[config.mk]
export PLATFORM = sky130hd
export DESIGN_NAME = adc_tx_scheduler
export DESIGN_NICKNAME = d
export VERILOG_FILES = /design/src/rtl/adc_tx_scheduler.sv
export SDC_FILE = /design/constraint.sdc
export NUM_CORES = 1
export LEC_CHECK = 0
export ABC_AREA = 1
export BUFFER_PORTS_ARGS = -buffer_cell sky130_fd_sc_hd__buf_2
export CORE_UTILIZATION = 30
export CTS_CLUSTER_DIAMETER = 150
export DETAILED_ROUTE_END_ITERATION = 6
export GPL_TIMING_DRIVEN = 0
export SLEW_MARGIN = 20
export SYNTH_ARGS = -nofsm -noshare
export SYNTH_HDL_FRONTEND = slang
export SYNTH_SLANG_ARGS = --single-unit
[constraint.sdc]
create_clock -name CLK -period 1.5 [get_ports CLK]
set_input_delay 0.3 -clock CLK [delete_from_list [all_inputs] [get_ports CLK]]
set_output_delay 0.3 -clock CLK [all_outputs]
set_load 0.05 [all_outputs]
[src/rtl/adc_tx_scheduler.sv]
// adc_tx_scheduler: arbitrates between two ADC sample FIFOs (ch0 = AD9226,
// ch1 = AD9481) and streams framed bursts to a byte-wide UART transmitter.
// Frame layout: HEADER, channel id (8'h00 / 8'h01), BURST_LEN samples and,
// when FRAME_CHECKSUM_EN is defined, a trailing checksum byte (sum mod 256 of
// channel id and samples, HEADER excluded).
//
// Optional feature macro: FRAME_CHECKSUM_EN (default build: undefined).
//
// Ports:
//   CLK, RST_n            clock (rising edge), async active-low reset
//   chN_empty, chN_data   FIFO status / read data (data valid cycle after rdreq)
//   chN_rdreq             registered one-cycle FIFO read strobe
//   tx_busy               UART busy, high while a byte shifts out
//   tx_start, tx_data     registered one-cycle launch pulse and held byte
//   frame_active          high from grant until the frame's last byte completes
//   grant                 one-hot owning channel, 2'b00 when idle
module adc_tx_scheduler #(
  parameter int unsigned BURST_LEN = 16,
  parameter logic [7:0]  HEADER    = 8'hA5
) (
  input  logic       CLK,
  input  logic       RST_n,
  input  logic       ch0_empty,
  input  logic [7:0] ch0_data,
  output logic       ch0_rdreq,
  input  logic       ch1_empty,
  input  logic [7:0] ch1_data,
  output logic       ch1_rdreq,
  input  logic       tx_busy,
  output logic       tx_start,
  output logic [7:0] tx_data,
  output logic       frame_active,
  output logic [1:0] grant
);

  localparam int unsigned DW = 8;
  localparam logic [DW-1:0] LAST_CNT = DW'(BURST_LEN - 1);

`ifdef FRAME_CHECKSUM_EN
  typedef enum logic [3:0] {
    S_IDLE, S_ARB, S_HDR, S_CHID, S_FETCH, S_LOAD, S_SEND, S_WAIT_ACK,
    S_WAIT_DONE, S_CSUM
  } state_t;
`else
  typedef enum logic [3:0] {
    S_IDLE, S_ARB, S_HDR, S_CHID, S_FETCH, S_LOAD, S_SEND, S_WAIT_ACK,
    S_WAIT_DONE
  } state_t;
`endif

  // Which kind of byte is currently in flight; decides the step after WAIT_DONE.
  typedef enum logic [1:0] {K_HDR, K_CHID, K_SAMPLE, K_CSUM} kind_t;

  state_t          state_q, state_d;
  kind_t           kind_q, kind_d;
  logic [1:0]      rst_sync_q, rst_sync_d;
  logic            phase_q, phase_d;
  logic [DW-1:0]   cnt_q, cnt_d;
  logic            last_served_q, last_served_d;  // 1: ch1 served last
  logic            tx_start_q, tx_start_d;
  logic [DW-1:0]   tx_data_q, tx_data_d;
  logic            ch0_rdreq_q, ch0_rdreq_d;
  logic            ch1_rdreq_q, ch1_rdreq_d;
  logic [1:0]      grant_q, grant_d;
  logic            frame_active_q, frame_active_d;
`ifdef FRAME_CHECKSUM_EN
  logic [DW-1:0]   csum_q, csum_d;
`endif

  logic            g_ch1;
  logic            g_empty;
  logic [DW-1:0]   g_data;
  logic            win_ch1;
  logic            end_frame;

  // Granted-channel view of the FIFO interface.
  assign g_ch1   = grant_q[1];
  assign g_empty = g_ch1 ? ch1_empty : ch0_empty;
  assign g_data  = g_ch1 ? ch1_data  : ch0_data;

  // Round-robin: ch1 wins only if non-empty and ch0 is empty or was served last.
  assign win_ch1 = !ch1_empty && (ch0_empty || !last_served_q);

  // Next-state and registered-output logic.
  always_comb begin
    state_d        = state_q;
    kind_d         = kind_q;
    rst_sync_d     = {rst_sync_q[0], 1'b1};
    phase_d        = phase_q;
    cnt_d          = cnt_q;
    last_served_d  = last_served_q;
    tx_start_d     = 1'b0;
    tx_data_d      = tx_data_q;
    ch0_rdreq_d    = 1'b0;
    ch1_rdreq_d    = 1'b0;
    grant_d        = grant_q;
    frame_active_d = frame_active_q;
`ifdef FRAME_CHECKSUM_EN
    csum_d         = csum_q;
`endif
    end_frame      = 1'b0;

    case (state_q)
      // Leave IDLE only once the synchronised reset release has propagated.
      S_IDLE: begin
        if (rst_sync_q[1] && (!ch0_empty || !ch1_empty)) begin
          state_d = S_ARB;
        end
      end

      S_ARB: begin
        if (ch0_empty && ch1_empty) begin
          state_d = S_IDLE;
        end else begin
          grant_d        = win_ch1 ? 2'b10 : 2'b01;
          frame_active_d = 1'b1;
          cnt_d          = '0;
`ifdef FRAME_CHECKSUM_EN
          csum_d         = '0;
`endif
          state_d        = S_HDR;
        end
      end

      S_HDR: begin
        tx_data_d = HEADER;
        kind_d    = K_HDR;
        phase_d   = 1'b0;
        state_d   = S_SEND;
      end

      S_CHID: begin
        tx_data_d = {7'd0, g_ch1};
`ifdef FRAME_CHECKSUM_EN
        csum_d    = csum_q + {7'd0, g_ch1};
`endif
        kind_d    = K_CHID;
        phase_d   = 1'b0;
        state_d   = S_SEND;
      end

      // Stall with grant held until the owning FIFO has data.
      S_FETCH: begin
        if (!g_empty) begin
          ch0_rdreq_d = !g_ch1;
          ch1_rdreq_d = g_ch1;
          phase_d     = 1'b0;
          state_d     = S_LOAD;
        end
      end

      // Phase 0 is the cycle rdreq is on the pins; FIFO data is valid in phase 1.
      S_LOAD: begin
        if (!phase_q) begin
          phase_d = 1'b1;
        end else begin
          tx_data_d = g_data;
`ifdef FRAME_CHECKSUM_EN
          csum_d    = csum_q + g_data;
`endif
          kind_d    = K_SAMPLE;
          phase_d   = 1'b0;
          state_d   = S_SEND;
        end
      end

      // Phase 0 waits for an idle UART; phase 1 is the cycle tx_start is high.
      S_SEND: begin
        if (!phase_q) begin
          if (!tx_busy) begin
            tx_start_d = 1'b1;
            phase_d    = 1'b1;
          end
        end else begin
          phase_d = 1'b0;
          state_d = S_WAIT_ACK;
        end
      end

      S_WAIT_ACK: begin
        if (tx_busy) begin
          state_d = S_WAIT_DONE;
        end
      end

      S_WAIT_DONE: begin
        if (!tx_busy) begin
          case (kind_q)
            K_HDR:  state_d = S_CHID;
            K_CHID: state_d = S_FETCH;
            K_SAMPLE: begin
              cnt_d = cnt_q + 8'd1;
              if (cnt_q == LAST_CNT) begin
`ifdef FRAME_CHECKSUM_EN
                state_d = S_CSUM;
`else
                end_frame = 1'b1;
`endif
              end else begin
                state_d = S_FETCH;
              end
            end
`ifdef FRAME_CHECKSUM_EN
            K_CSUM: end_frame = 1'b1;
`endif
            default: end_frame = 1'b1;
          endcase
        end
      end

`ifdef FRAME_CHECKSUM_EN
      S_CSUM: begin
        tx_data_d = csum_q;
        kind_d    = K_CSUM;
        phase_d   = 1'b0;
        state_d   = S_SEND;
      end
`endif

      default: state_d = S_IDLE;
    endcase

    // Close the frame: remember the owner for round-robin and release the grant.
    if (end_frame) begin
      last_served_d  = g_ch1;
      grant_d        = 2'b00;
      frame_active_d = 1'b0;
      cnt_d          = '0;
`ifdef FRAME_CHECKSUM_EN
      csum_d         = '0;
`endif
      state_d        = S_IDLE;
    end
  end

  // State and output registers.
  always_ff @(posedge CLK or negedge RST_n) begin
    if (!RST_n) begin
      state_q        <= S_IDLE;
      kind_q         <= K_HDR;
      rst_sync_q     <= 2'b00;
      phase_q        <= 1'b0;
      cnt_q          <= '0;
      last_served_q  <= 1'b1;
      tx_start_q     <= 1'b0;
      tx_data_q      <= '0;
      ch0_rdreq_q    <= 1'b0;
      ch1_rdreq_q    <= 1'b0;
      grant_q        <= 2'b00;
      frame_active_q <= 1'b0;
`ifdef FRAME_CHECKSUM_EN
      csum_q         <= '0;
`endif
    end else begin
      state_q        <= state_d;
      kind_q         <= kind_d;
      rst_sync_q     <= rst_sync_d;
      phase_q        <= phase_d;
      cnt_q          <= cnt_d;
      last_served_q  <= last_served_d;
      tx_start_q     <= tx_start_d;
      tx_data_q      <= tx_data_d;
      ch0_rdreq_q    <= ch0_rdreq_d;
      ch1_rdreq_q    <= ch1_rdreq_d;
      grant_q        <= grant_d;
      frame_active_q <= frame_active_d;
`ifdef FRAME_CHECKSUM_EN
      csum_q         <= csum_d;
`endif
    end
  end

  assign tx_start     = tx_start_q;
  assign tx_data      = tx_data_q;
  assign ch0_rdreq    = ch0_rdreq_q;
  assign ch1_rdreq    = ch1_rdreq_q;
  assign grant        = grant_q;
  assign frame_active = frame_active_q;

endmodule

Word level (Yosys, flattened, before mapping)
Index checks and enable logic that the tools add are counted.
{ "op_classes": {"reduce_logical": 22, "addsub": 1, "n_eq_ne": 24, "muxes": 43} }
{ "op_table": {"columns": ["cell", "count"], "rows": [
  ["two-way mux 8 bit", 6],
  ["two-way mux 4 bit", 8],
  ["case mux 4 bit (8 select lines)", 1],
  ["!= test 3 bit, second input constant", 8],
  ["case mux 8 bit (3 select lines)", 1],
  ["equality test 4 x 3 -> 1 bit, second input constant", 4],
  ["two-way mux 1 bit", 16],
  ["case mux 8 bit (2 select lines)", 1],
  ["two-way mux 2 bit", 6],
  ["case mux 4 bit (3 select lines)", 1],
  ["adder 8 x 1 -> 8 bit, second input constant", 1],
  ["equality test 4 x 2 -> 1 bit, second input constant", 2],
  ["equality test 8 x 4 -> 1 bit, second input constant", 1],
  ["AND reduction 8 bit", 1],
  ["!= test 2 bit, second input constant", 3],
  ["case mux 2 bit (3 select lines)", 1],
  ["AND reduction 2 bit", 3],
  ["nonzero test 3 bit", 2],
  ["!= test 5 x 3 -> 1 bit, second input constant", 1],
  ["equality test 4 x 1 -> 1 bit, second input constant", 1],
  ["equality test 4 bit, second input constant", 1],
  ["logical NOT 1 bit", 4],
  ["logical NOT 4 bit", 1],
  ["!= test 4 bit, second input constant", 1],
  ["other kinds (11)", 15]
]} }
{ "word_totals": {"output_inout_bits": 14, "reg_bits": 32, "inputBits": 21, "wordCells": 102} }

Logic depth before layout (Yosys ltp)
{ "logic_depth": {"depth_word": 7, "mapped_depth": 11, "ltp_nobuf": 11} }

Worst setup path before layout
Ideal clock, no wire load.
{ "synth_path": {"path_kind": "register -> register", "start": "register grant_q[1] (netlist: grant[1])", "end": "register state_q[1]", "setup_time_ps": 65, "n_path_buf": 0, "required_ps": 1435, "arrival_time_ps": 1459, "stages_incl_launch_ff": 9, "period_less_slack_ps": 1524, "setup_slack_ps": -24, "path_cell_list": "dfrtp_1 -> inv_1 -> nand2_1 -> nand2_1 -> nand2_1 -> nand3_1 -> nor3_1 -> nand2_1 -> nand2_1"} }
{ "synth_via": {"elab_chain_cells": 3} }
{ "synth_lines": {"columns": ["element", "line_no", "text"], "rows": [
  ["start: declaration", "64", "logic [1:0] grant_q, grant_d;"],
  ["start signal: assignment", "265", "grant_q <= grant_d;"],
  ["two-way mux 1 bit", "78", "assign g_empty = g_ch1 ? ch1_empty : ch0_empty;"],
  ["!= test 3 bit (no line)", null, null],
  ["AND reduction 8 bit (no line)", null, null],
  ["end signal: assignment", "255", "state_q <= state_d;"],
  ["end: declaration", "54", "state_t state_q, state_d;"]
]} }
Every way passes these cells.
A chain may end at the register's enable or synchronous reset.

Worst setup path in the final report
{ "layout_path": {"start": "register cnt_q[1]", "end": "register cnt_q[7]"} }
{ "layout_via": {"elab_chain_cells": 7, "elab_cells_between_ends": 15, "cone_classes": "add/sub: 1; eq/ne: 4; mux: 8; reduce/logical: 2"} }
{ "layout_lines": {"columns": ["element", "line_no", "text"], "rows": [
  ["start: declaration", "58", "logic [DW-1:0] cnt_q, cnt_d;"],
  ["start signal: assignment", "259", "cnt_q <= cnt_d;"],
  ["equality test 8 x 4 -> 1 bit", "193", "if (cnt_q == LAST_CNT) begin"],
  ["two-way mux 1 bit", "193", null],
  ["case mux 1 bit (2 select lines)", "188", "case (kind_q)"],
  ["two-way mux 1 bit", "187", "if (!tx_busy) begin"],
  ["two-way mux 1 bit", "103", "case (state_q)"],
  ["!= test 3 bit (no line) / nonzero test 3 bit (equally long branches)", null, null],
  ["AND reduction 4 bit (no line)", null, null]
]} }
Several ways; a longest one is shown, not always the timed one. The select of a mux whose other input is x is not followed.

==> summary.md <==
| Metric | Value |
|---|---|
| Outcome | `complete, but fails checks` |
| Failing checks | `setup timing` |
| Max Buffers Root-to-Sink | `2` |
| Die H | `81.7 µm` |
| Relative slew slack | `51.5%` |
| Static Leak | `1.33 nW` |
| PortBufs | `34` |
| Initial antenna violation count | `0` |
| Maxcap violations | `0` |
| RSZ-0062 raised after global routing | `true` |
| #FFs+latches synth | `32` |
| I/O pin cnt | `35` |
| Top-area cell type share of the netlist area | `40.7%` |
| Data required time of the critical path | `1.69 ns` |
| Skew final | `0.00601 ns` |
| Design area | `2510 µm²` |
| Startpoint Class | `register` |
| Global-route wire length before repair | `7720 µm` |
| CP Class | `register to register` |
| Vias in the first global route | `1726` |
| DR DRC count | `0` |
| Core area | `6030 µm²` |
| Vias per inst | `4.76` |
| Final ANT Viol Nets | `0` |
| VDD IR max | `1.20 mV` |
| Syn Inst Count | `251` |
| Synth Area in Adders | `2.63%` |
| Initial core utilization | `31.6%` |
| Final worst path period share | `102%` |
| Routed WL per cell | `12.5 µm` |
| # fillers | `633` |
| Die area | `6670 µm²` |
| Final Hold Fails | `0` |
| Largest family of logic cells by synthesized area | `simple AND/OR/NAND/NOR gates` |
| Pwr Total | `0.00486 W` |
| Detailed-router iteration count before antenna repair | `4` |
| Compound-Gate Fraction of Synth Area | `6.77%` |
| Die Wd | `81.7 µm` |
| Final worst setup slack | `-0.0290 ns` |
| Post-synthesis simple-gate area fraction | `38.4%` |
| Num CTS Buffers | `5` |
| Routability cong. | `0.826` |
| Synth Net Count | `276` |
| Worst skew pair latency | `0.29 ns` |
| Synth top area cells | `dfrtp_1 (41%), nand2_1 (15%), nand3_1 (8.7%)` |
| Syn_area_per_cell | `7.59 µm²` |
| Top_reg_cell synth | `dfrtp_1` |
| Post-layout nets | `332` |
| Largest net degree at the start of global routing | `33` |
| XOR/XNOR Fraction of Synth Area | `0.920%` |
| # diodes | `0` |
| Post-synth ARST share | `100%` |
| Multiplexer share of the synthesized area | `2.10%` |
| Area after DPL | `2170 µm²` |
| Share of cells above drive strength 1 | `33.4%` |
| Max Clk Rate | `654 MHz` |
| Clock transition at the registers of the reported paths | `0.07 ns` |
| Final hold slack | `0.0616 ns` |
| Area of the multi-input gates | `1050 µm²` |
| Util after Layout | `41.7%` |
| TritonCTS Sinks | `32` |
| Crit. End Element | `register` |
| Area Overhead vs Synth | `31.9%` |
| Setup TNS Final | `-0.198 ns` |
| Number of synthesized flops with an enable pin | `0` |
| CP Max Fanout | `5` |
| Final WL | `4790 µm` |
| Final Slew Violations | `0` |
| Worst Tran Pin Value | `0.728 ns` |
| Sequential fraction of the synthesis area | `42.1%` |
| Final Critical Period | `1.53 ns` |
| Root Buffer | `clkbuf_8` |
| Hold Crit Class | `primary input to asynchronous set/reset pin` |
| Syn. warnings | `0` |
| Setup Viol. Count Final | `10` |
| # rows | `28` |
| Iteration-0 DRC Markers | `66` |
| Routed via count | `1822` |
| Pwr dens | `1940 nW/µm²` |
| CTS tree | `built` |
| Leading area contributor after synthesis | `dfrtp_1` |
| Cell variety after synth | `30` |
| Detailed Place HPWL | `3230 µm` |
| GRT Total Usage | `15.5%` |
| Gr ovfl total | `0` |
| # H-tree levels | `2` |
| Register Area | `807 µm²` |
| Crit path DAT | `1.72 ns` |
| Post-synthesis cell area | `1900 µm²` |
[synthesized netlist by cell type, types with 3 or more instances]
| library cell | number |
|---|---|
| mux2i_1 | 4 |
| nand2_2 | 3 |
| dfrtp_1 | 31 |
| nor2_4 | 4 |
| nor3_1 | 4 |
| nand3_1 | 33 |
| nand3b_1 | 3 |
| or2_2 | 3 |
| a21oi_1 | 4 |
| o21ai_0 | 6 |
| nor2_1 | 19 |
| inv_2 | 5 |
| nand4_1 | 4 |
| buf_2 | 3 |
| o21ai_1 | 5 |
| ha_1 | 4 |
| o211ai_1 | 4 |
| nand2_1 | 75 |
| inv_1 | 26 |
[worst max-delay path: stages (launching register included)]
cell	delay (ns)
dfrtp_1	0.38
ha_2	0.21
nand3_2	0.11
nor2_2	0.17
nand2_2	0.10
nand2_2	0.10
nand2_4	0.09
buf_6	0.14
nand3_1	0.08
nand2_1	0.05
[metal layers]
layer / vias up / part of all wire (%) / track usage (%)
li1: 918 / - / -
met1: 868 / 46 / 18.4
met2: 27 / 49 / 26.8
met3: 9 / 3.0 / 3.00
met4: 0 / 2.1 / 6.84
met5: - / 0 / 0
[cell usage in the layout (no fill, tap or decap), types with 2 or more instances in the layout]
cell type / n
a21oi_1: 3
buf_2: 35
buf_4: 12
buf_6: 5
clkbuf_8: 5
dfrtp_1: 27
dfrtp_2: 4
ha_1: 2
inv_1: 23
inv_2: 6
mux2i_1: 4
nand2_1: 71
nand2_2: 4
nand2_4: 4
nand3_1: 29
nand3_2: 4
nand3b_1: 3
nand4_1: 4
nor2_1: 17
nor2_2: 2
nor2_4: 5
nor3_1: 3
o211ai_1: 4
o21ai_0: 5
o21ai_1: 5
or2_2: 3
[state kept, by name, indices dropped and copies added (netlist names)]
register / count
last_served_q: 1
cnt_q: 8
phase_q: 1
state_q: 4
tx_start: 1
grant: 2
frame_active: 1
kind_q: 2
ch0_rdreq: 1
tx_data: 8
rst_sync_q: 2
ch1_rdreq: 1
[report_power, final]
group | internal (W) | leakage (nW) | switching (W)
sequential | 0.00112 | 0.408 | 0.000197
clock | 0.000492 | 0.0541 | 0.000359
combinational | 0.000880 | 0.870 | 0.00181
[logic make-up (layout without fill, tap and decap cells)]
group | Yosys count | in the layout
mux | 4 | 4
xor+xnor | 2 | 2
fa+ha+maj | 4 | 4
buf+inv | 34 | 91
compound gates | 21 | 21
flops | 32 | 32
other cells | 1 | 1
simple gates | 153 | 153
[metrics by stage]
stage          std cells  setup WS [ns]
2_1_floorplan        251         0.0569
3_3_place_gp         360        -0.0929
3_5_place_dp         360        -0.0962
4_1_cts              372        -0.0178
5_1_grt              383         -0.136
6_report             383        -0.0290
[area by class of cell]
class                   count  share of cell area [%]
multi-input cells         185                    42.0
repair buffers             49                    11.7
flip-flops and latches     32                    32.1
clock inverters             3                    1.69
plain buffers               3                    1.10
well taps                  75                    3.74
inverters                  31                    4.93
clock buffers               5                    2.74
[what timing repair did]
| action | 4_1_cts | 5_1_grt |
|---|---|---|
| resized for setup | 11 | 28 |
| setup buffers | 4 | 9 |
| pin swaps | 4 | 10 |
| hold buffers | 0 | 0 |
| gates cloned | 0 | 2 |
| endpoints found under the hold margin | 0 | 0 |
| setup endpoints to repair | 22 | 22 |
[worst paths after layout]
kind                                from             to  slack, ns  cells after the start
max                             cnt_q[1]       cnt_q[7]      -0.03                      9
min                                RST_n        phase_q       0.06                      1
max reg2reg                     cnt_q[1]       cnt_q[7]      -0.03                      9
min reg2reg                rst_sync_q[0]  rst_sync_q[1]       0.35                      0
max in group asynchronous          RST_n     state_q[3]       0.93                      1
min in group CLK                 tx_busy       tx_start       0.17                      2
(Power assumes the default switching activity.)
